<file path="src/rtl/mdu_issue_ctrl_pkg.sv">
// Shared M-extension multiply defines for the execute-stage multiplier
// issue control: opcode codes, datapath width and operand helpers.
package mdu_issue_ctrl_pkg;

  localparam int XLEN = 64;
  localparam logic [XLEN-1:0] ZERO_WORD = 64'h0000_0000_0000_0000;

  localparam logic [8:0] INST_MUL   = 9'h001;
  localparam logic [8:0] INST_MULH  = 9'h002;
  localparam logic [8:0] INST_MULHU = 9'h003;
  localparam logic [8:0] INST_MULW  = 9'h004;

  function automatic logic is_legal_op(input logic [8:0] op);
    logic legal;
    case (op)
      INST_MUL, INST_MULH, INST_MULHU, INST_MULW: legal = 1'b1;
      default:                                    legal = 1'b0;
    endcase
    return legal;
  endfunction

  // Word ops sign-extend the low 32 bits into the full datapath.
  function automatic logic [XLEN-1:0] form_operand(input logic [8:0] op,
                                                   input logic [XLEN-1:0] rs);
    logic [XLEN-1:0] res;
    if (op == INST_MULW) begin
      res = {{(XLEN-32){rs[31]}}, rs[31:0]};
    end else begin
      res = rs;
    end
    return res;
  endfunction

endpackage

</file>
<file path="src/rtl/mdu_issue_ctrl.sv">
// Execute-stage issue control for the iterative multiplier: accepts one op,
// holds the multiplier request and operands, and hands the result to writeback.
module mdu_issue_ctrl
  import mdu_issue_ctrl_pkg::*;
#(
  parameter int TIMEOUT = 72
) (
  input  logic            clk,
  input  logic            rst,
  input  logic            ex_valid,
  output logic            ex_ready,
  input  logic [8:0]      ex_opcode,
  input  logic [XLEN-1:0] ex_rs1_data,
  input  logic [XLEN-1:0] ex_rs2_data,
  input  logic [4:0]      ex_rd_addr,
  input  logic            flush,
  output logic            mult_ready,
  output logic [8:0]      mul_opcode,
  output logic [XLEN-1:0] mul_op1,
  output logic [XLEN-1:0] mul_op2,
  input  logic            mult_finish,
  input  logic [XLEN-1:0] product_val,
  output logic            wb_valid,
  input  logic            wb_ready,
  output logic [XLEN-1:0] wb_data,
  output logic [4:0]      wb_rd_addr,
  output logic            wb_err,
  output logic            mdu_stall
);

  localparam logic [1:0] S_IDLE  = 2'd0;
  localparam logic [1:0] S_BUSY  = 2'd1;
  localparam logic [1:0] S_DONE  = 2'd2;
  localparam logic [1:0] S_DRAIN = 2'd3;

  localparam logic [6:0] WDOG_LAST = 7'(TIMEOUT - 1);

  logic [1:0] state;
  logic [6:0] wdog;

  // Single FSM with all handshake and datapath outputs registered.
  always_ff @(posedge clk) begin
    if (rst) begin
      state      <= S_IDLE;
      wdog       <= 7'd0;
      ex_ready   <= 1'b1;
      mult_ready <= 1'b0;
      mul_opcode <= 9'd0;
      mul_op1    <= ZERO_WORD;
      mul_op2    <= ZERO_WORD;
      wb_valid   <= 1'b0;
      wb_data    <= ZERO_WORD;
      wb_rd_addr <= 5'd0;
      wb_err     <= 1'b0;
      mdu_stall  <= 1'b0;
    end else begin
      case (state)
        S_IDLE: begin
          if (ex_valid && !flush) begin
            ex_ready   <= 1'b0;
            mdu_stall  <= 1'b1;
            wdog       <= 7'd0;
            wb_rd_addr <= ex_rd_addr;
            if (is_legal_op(ex_opcode)) begin
              mul_opcode <= ex_opcode;
              mul_op1    <= form_operand(ex_opcode, ex_rs1_data);
              mul_op2    <= form_operand(ex_opcode, ex_rs2_data);
              mult_ready <= 1'b1;
              wb_err     <= 1'b0;
              state      <= S_BUSY;
            end else begin
              // Illegal op reports an error without ever starting the multiplier.
              wb_valid   <= 1'b1;
              wb_err     <= 1'b1;
              wb_data    <= ZERO_WORD;
              state      <= S_DONE;
            end
          end
        end
        S_BUSY: begin
          if (flush) begin
            mult_ready <= 1'b0;
            wdog       <= 7'd0;
            state      <= S_DRAIN;
          end else if (mult_finish) begin
            mult_ready <= 1'b0;
            wb_data    <= product_val;
            wb_valid   <= 1'b1;
            wdog       <= 7'd0;
            state      <= S_DONE;
          end else if (wdog == WDOG_LAST) begin
            mult_ready <= 1'b0;
            wb_data    <= ZERO_WORD;
            wb_err     <= 1'b1;
            wb_valid   <= 1'b1;
            wdog       <= 7'd0;
            state      <= S_DONE;
          end else begin
            wdog <= wdog + 7'd1;
          end
        end
        S_DONE: begin
          if (flush || wb_ready) begin
            wb_valid  <= 1'b0;
            wb_err    <= 1'b0;
            ex_ready  <= 1'b1;
            mdu_stall <= 1'b0;
            state     <= S_IDLE;
          end
        end
        S_DRAIN: begin
          // One idle request cycle lets the multiplier drop its internal valid.
          ex_ready  <= 1'b1;
          mdu_stall <= 1'b0;
          state     <= S_IDLE;
        end
        default: begin
          mult_ready <= 1'b0;
          wb_valid   <= 1'b0;
          ex_ready   <= 1'b1;
          mdu_stall  <= 1'b0;
          state      <= S_IDLE;
        end
      endcase
    end
  end

endmodule

</file>
<file path="config.mk">
export PLATFORM = sky130hd
export DESIGN_NAME = mdu_issue_ctrl
export DESIGN_NICKNAME = d
export VERILOG_FILES = /design/src/rtl/mdu_issue_ctrl_pkg.sv /design/src/rtl/mdu_issue_ctrl.sv
export SDC_FILE = /design/constraint.sdc
export NUM_CORES = 1
export LEC_CHECK = 0
export BUFFER_PORTS_ARGS = -buffer_cell sky130_fd_sc_hd__buf_4
export CORE_AREA = 2 2 165 167
export DETAILED_ROUTE_END_ITERATION = 7
export DIE_AREA = 0 0 167 169
export PLACE_DENSITY = 0.73
export SETUP_SLACK_MARGIN = 0.5
export SYNTH_ARGS = -nofsm -noshare
export SYNTH_HDL_FRONTEND = slang
export SYNTH_SLANG_ARGS = --single-unit
</file>
<file path="constraint.sdc">
create_clock -name clk -period 2 [get_ports clk]
set_input_delay 0.4 -clock clk [delete_from_list [all_inputs] [get_ports clk]]
set_output_delay 0.4 -clock clk [all_outputs]
set_load 0.02 [all_outputs]
</file>
==> run metrics, run 1 <==
status=complete, no violations; share of synthesized registers carrying an async set or reset=0; Boundary Pins=between 400 and 500; vias in the first global route=8,599; Setup TNS Final=0 ns; Max FO, Critical Path=8; leading area contributor after synthesis=dfxtp_1; synth cell count leaders=341 x nand2_1, 220 x dfxtp_1, 145 x a21oi_1, 64 x mux2i_1, 47 x o21ai_0; number of max-cap violations=0; RSZ-0062 raised after global routing=yes; met3 usage=0.0449; number of port buffers=422; Worst Tran Pin Value=0.584 ns; total core area=around 27,000 sq um; # setup viols final=0; maximum vdd drop=861 uV; final count of pins violating max slew=0; global placer's final weighted congestion=0.827; area of the die=about 28,000 sq um; Clock Skews=approximately 0.0094 ns; met1 Usage GRT=0.233; via count=between 8,000 and 9,000; Final Hold Viols=0; CTS Buf Count=24; Yosys top cell area share=0.524; dominant synthesized flop cell=dfxtp_1; Tmin final=between 1.5 and 2 ns; syn_area_per_cell=roughly 8.4 sq um; EDFF count, synth=0; post-route ant nets=0; Yosys reg bits=220; Avg WL per Cell=~17 um; register area share after synthesis=0.524; first-pass GRT wire length=44.4 mm; Slew HR=0.611; Tcrit/Tclk final=0.908; Site Rows=60; GR Util met2=0.328; post-DR vias/cell=just under 5; pwr/cell area=855 nW/um^2; fin area=between 10,000 and 15,000 sq um; NumNets Final=1,691; WL final=31.3 mm; GRT Residual Overflow=0; count leader, synth=nand2_1; Fmax=roughly 550 MHz; initial antenna violation count=0; Mapped Nets=roughly 1,200; Placement Cell Area=~12,000 sq um; leak pwr=~6.6 nW; Hold-fix buffers, CTS=0; layout cell share with drive strength beyond 1=0.447; WHS=~0.13 ns; Clock Pin Slew Worst Setup and Hold Paths=approximately 0.06 ns; dpl hpwl=20.1 mm; Setup crit end kind=flop; antenna diode instance count=0; GRT busiest layer=met2; yosys warns=0; largest net degree at the start of global routing=between 60 and 70; Worst Path Required=2.40 ns; Clock Tree Root=clkbuf_16; Min-Delay Path Class=in2reg; Synth Instances=997; Crit Path Category=reg2reg; clock buffer depth=3; residual DRC count=0; Synth area leaders=dfxtp_1 52%, nand2_1 15%, a21oi_1 8.6%; Yosys cell types=47; crit path launch type=flop; fill count=between 2,000 and 2,500; area delta synth->final=72.3%; total power=approximately 0.012 W; Sink Count=220; DRT iter0 DRCs=approximately 500; GRT Total Usage=0.191; CTS tree=yes; length of the first detailed-routing pass in iterations=5; fin cells=between 1,500 and 2,000; Cells after DPL=1,730; Starting Density=0.317; H-Tree Depth=1; arrival time worst endpoint=roughly 2.2 ns; Clock Latency Late Sink=roughly 0.51 ns; Synth Cell Area=between 8000 and 9000 sq um; Die W=about 170 um; die height=169 um
[layout make-up]
type / count / area (sq um) / share of cell area
sequential: 220 / 4420 / 0.305
clock inverter: 2 / 35.0 / 0.00242
tap: 341 / 427 / 0.0295
multi-input combinational: 696 / 4140 / 0.286
clock buffer: 41 / 767 / 0.0530
timing repair buffer: 526 / 4650 / 0.322
inverter: 6 / 33.8 / 0.00233
[layout by cell type, fill, tap and decap left out, types with 2 or more instances in the layout]
master,count
buf_4,461
nand2_1,331
dfxtp_1,214
a21oi_1,106
mux2i_1,62
o21ai_0,44
a21oi_2,38
clkbuf_16,37
o21ai_1,23
buf_12,21
buf_6,17
nor2_1,10
clkbuf_1,9
buf_8,9
clkbuf_8,6
buf_16,6
nand2_2,5
nand2_4,5
ha_4,4
inv_4,3
and3_1,3
and3_4,3
nand2b_4,3
nand3_1,3
xnor2_1,3
a21o_1,3
dfxtp_4,3
dfxtp_2,3
nor3b_2,2
o311ai_4,2
mux2i_2,2
o2111ai_2,2
xor2_1,2
o21ai_2,2
[kinds of logic after synthesis]
kind of cell / synth area share
flip-flops: 0.524
XOR/XNOR: 0.00521
adder cells (fa/ha/maj): 0.00745
multiplexers: 0.0789
AND/OR/NAND/NOR: 0.184
buffers and inverters: 0.0460
AO/OA/AOI/OAI: 0.154
[sequential cells by signal, indices dropped and copies added (netlist names)]
signal,flops
wb_data,64
wb_err,1
mult_ready,1
mul_opcode,9
wb_rd_addr,5
wdog,7
mdu_stall,1
wb_valid,1
ex_ready,1
mul_op1,64
state,2
mul_op2,64
[where the power goes]
| part | internal, W | switching [W] | total, W |
|---|---|---|---|
| sequential | 0.00451 | 0.0000824 | 0.00459 |
| clock | 0.00272 | 0.00177 | 0.00449 |
| combinational | 0.00185 | 0.00145 | 0.00330 |
[layer usage]
layer,vias to the layer above,share of wire
met4,0,0.027
met1,4260,0.40
met3,64,0.069
li1,4288,-
met5,-,0
met2,327,0.50
[path summary, 6_finish.rpt]
| check | startpoint | endpoint | slack, ns | cells past startpoint |
|---|---|---|---|---|
| hold reg to reg | mul_op2[14] | mul_op2[14] | 0.45 | 2 |
| setup / recovery | wdog[4] | wb_data[54] | 0.18 | 8 |
| hold / removal | product_val[27] | wb_data[27] | 0.13 | 3 |
| setup reg to reg | wdog[4] | wb_data[54] | 0.18 | 8 |
[worst max-delay path: stages, from the launching register on]
cell       delay [ns]
dfxtp_4          0.34
nand4bb_4        0.24
o311ai_4         0.31
buf_6            0.15
o211ai_4         0.10
buf_12           0.18
buf_12           0.13
buf_16           0.13
mux2i_1          0.12
[metrics by stage]
stage | setup WS (ns) | utilization
CTS | 0.247 | 0.517
floorplan | 0.206 | -
global placement | -0.0984 | 0.462
detailed placement | -0.0936 | 0.462
global route | 0.120 | 0.546
finish | 0.183 | 0.546
[timing repair]
action / in CTS / in global routing
gates resized for setup: 70 / 80
gates cloned: 6 / 15
setup endpoints to repair: 215 / 220
setup buffers: 23 / 15
pin swaps: 25 / 31
(Power assumes the default switching activity.)
==> run 2: changes to the inputs <==
Settings changed: GPL_TIMING_DRIVEN from default to 0.
==> run 2 against run 1 <==
  * Global-route usage increased by 2.5 points
  * Critical path type unchanged
  * Wire length increased by 9.1%
  * Core utilization increased by 1.3 points
  * Clock skew increased by 0.00098 ns
  * Fmax decreased by 7.1%
  * Flip-flop and latch count unchanged
  * Sequential share of layout area decreased by 0.73 points
==> run metrics, run 2 (synthesized netlist as in run 1, its figures left out) <==
leak pwr=slightly below 7 nW; dpl hpwl=about 23 mm; Slew HR=0.506; Cells after DPL=1,759; NumNets Final=~1,700; WHS=0.129 ns; Clock Pin Slew Worst Setup and Hold Paths=around 0.060 ns; via count=a little over 9,000; die height=approximately 170 um; Sink Count=220; pwr/cell area=between 800 and 900 nW/um^2; crit path launch type=flop; Final Hold Viols=0; min-delay src=ex_rs1_data[10]; Tcrit/Tclk final=0.978; final count of pins violating max slew=0; clock buffer depth=3; Clock Skews=around 0.010 ns; number of port buffers=421; Final Util=0.559; H-Tree Depth=1; number of max-cap violations=0; # setup viols final=0; Site Rows=60; layout cell share with drive strength beyond 1=0.476; Crit Path Category=reg2reg; CTS tree=yes; Worst Path Required=approximately 2.4 ns; reg2reg setup slack=between 0.04 and 0.05 ns; GRT Total Usage=0.215; fin cells=about 1,900; critical register-to-register path startpoint=state[0]; Worst Tran Pin Value=about 0.74 ns; Min-Delay Path Class=in2reg; CP Launch Point=state[0]; Die W=between 150 and 200 um; status=complete, no violations; fill count=approximately 2,200; area of the die=around 28,000 sq um; commonest non-fill, non-tap cell in the layout=buf_4; GRT Residual Overflow=0; arrival time worst endpoint=approximately 2.4 ns; Hold-fix buffers, CTS=0; Fmax=~500 MHz; Clock Tree Root=clkbuf_16; Setup crit end kind=flop; WL final=about 34 mm; length of the first detailed-routing pass in iterations=5; Tmin final=between 1.5 and 2 ns; DRT iter0 DRCs=395; Setup TNS Final=0 ns; post-DR vias/cell=about 4.9; residual DRC count=0; first-pass GRT wire length=approximately 49 mm; total core area=~27,000 sq um; CTS Buf Count=25; Avg WL per Cell=~18 um; Boundary Pins=around 420; largest net degree at the start of global routing=13; initial antenna violation count=0; Starting Density=0.317; post-route ant nets=0; Clock Latency Late Sink=around 0.52 ns; vias in the first global route=~9,000; biggest regs=mul_op1: 64 flops, mul_op2: 64 flops, wb_data: 64 flops; maximum vdd drop=around 750 uV; global placer's final weighted congestion=approximately 0.84; Max FO, Critical Path=9; most frequent cells in the layout=453 x buf_4, 308 x nand2_1, 213 x dfxtp_1, 86 x a21oi_1, 63 x mux2i_1; area delta synth->final=76.3%; RSZ-0062 raised after global routing=yes
[run 2: cell count changes in the layout (fill, tap and decap cells not counted), sizes merged]
cell and change:
bufinv +1, buf -12, clkinvlp +1, bufbuf +5
inv +1, clkinv +1, diode +1, clkbuf +36
[run 2: routing by layer]
| layer | share of wire | GRT usage | wire length, um |
|---|---|---|---|
| met3 | 0.067 | 0.0470 | 2280 |
| met2 | 0.50 | 0.376 | 17100 |
| met5 | 0 | 0 | 0 |
| met4 | 0.040 | 0.0982 | 1380 |
| met1 | 0.39 | 0.254 | 13300 |
[run 2: worst paths after layout]
kind	cells past startpoint	endpoint
min	3	mul_op1[10]
min reg2reg	2	mul_op1[28]
max	10	wb_data[44]
max reg2reg	10	wb_data[44]
[run 2: what timing repair did]
item	in CTS	in global routing
buffers inserted	30	10
gates resized for setup	161	131
pin swaps	7	21
endpoints found under the setup margin	215	220
gates cloned	15	7
[run 2: power by group]
group | leakage [nW] | switching (W) | internal [W]
Sequential | 1.78 | 0.0000821 | 0.00451
Combinational | 4.57 | 0.00136 | 0.00173
Clock | 0.395 | 0.00182 | 0.00278
Total | 6.74 | 0.00326 | 0.00903
[run 2: stage by stage]
step / power [W] / area (sq um) / worst slack [ns]
after floorplan: 0.00596 / 8530 / 0.206
after global placement: 0.00669 / 12100 / -0.561
after detailed placement: 0.00671 / 12100 / -0.604
after CTS: 0.0120 / 14100 / 0.0519
after global routing: 0.0127 / 14800 / -0.0168
final: 0.0123 / 14800 / 0.0443
[run 2: cell type report]
cell class | instances | area (sq um) | share of cell area
Inverter | 6 | 25.0 | 0.00169
Sequential cell | 220 | 4420 | 0.298
Tap cell | 341 | 427 | 0.0288
Multi-Input combinational cell | 696 | 4310 | 0.291
Antenna cell | 1 | 2.50 | 0.000169
Timing Repair Buffer | 483 | 4110 | 0.277
Clock inverter | 6 | 85.1 | 0.00574
Clock buffer | 38 | 736 | 0.0497
Buffer | 75 | 709 | 0.0479
[run 2: worst max-delay path, stage by stage, from the launching register on]
cell       delay, ns
dfxtp_4         0.37
inv_4           0.04
ha_4            0.15
buf_6           0.11
buf_4           0.17
nand3b_1        0.17
nand2_2         0.11
o211ai_4        0.13
buf_12          0.18
bufbuf_16       0.27
mux2i_1         0.18
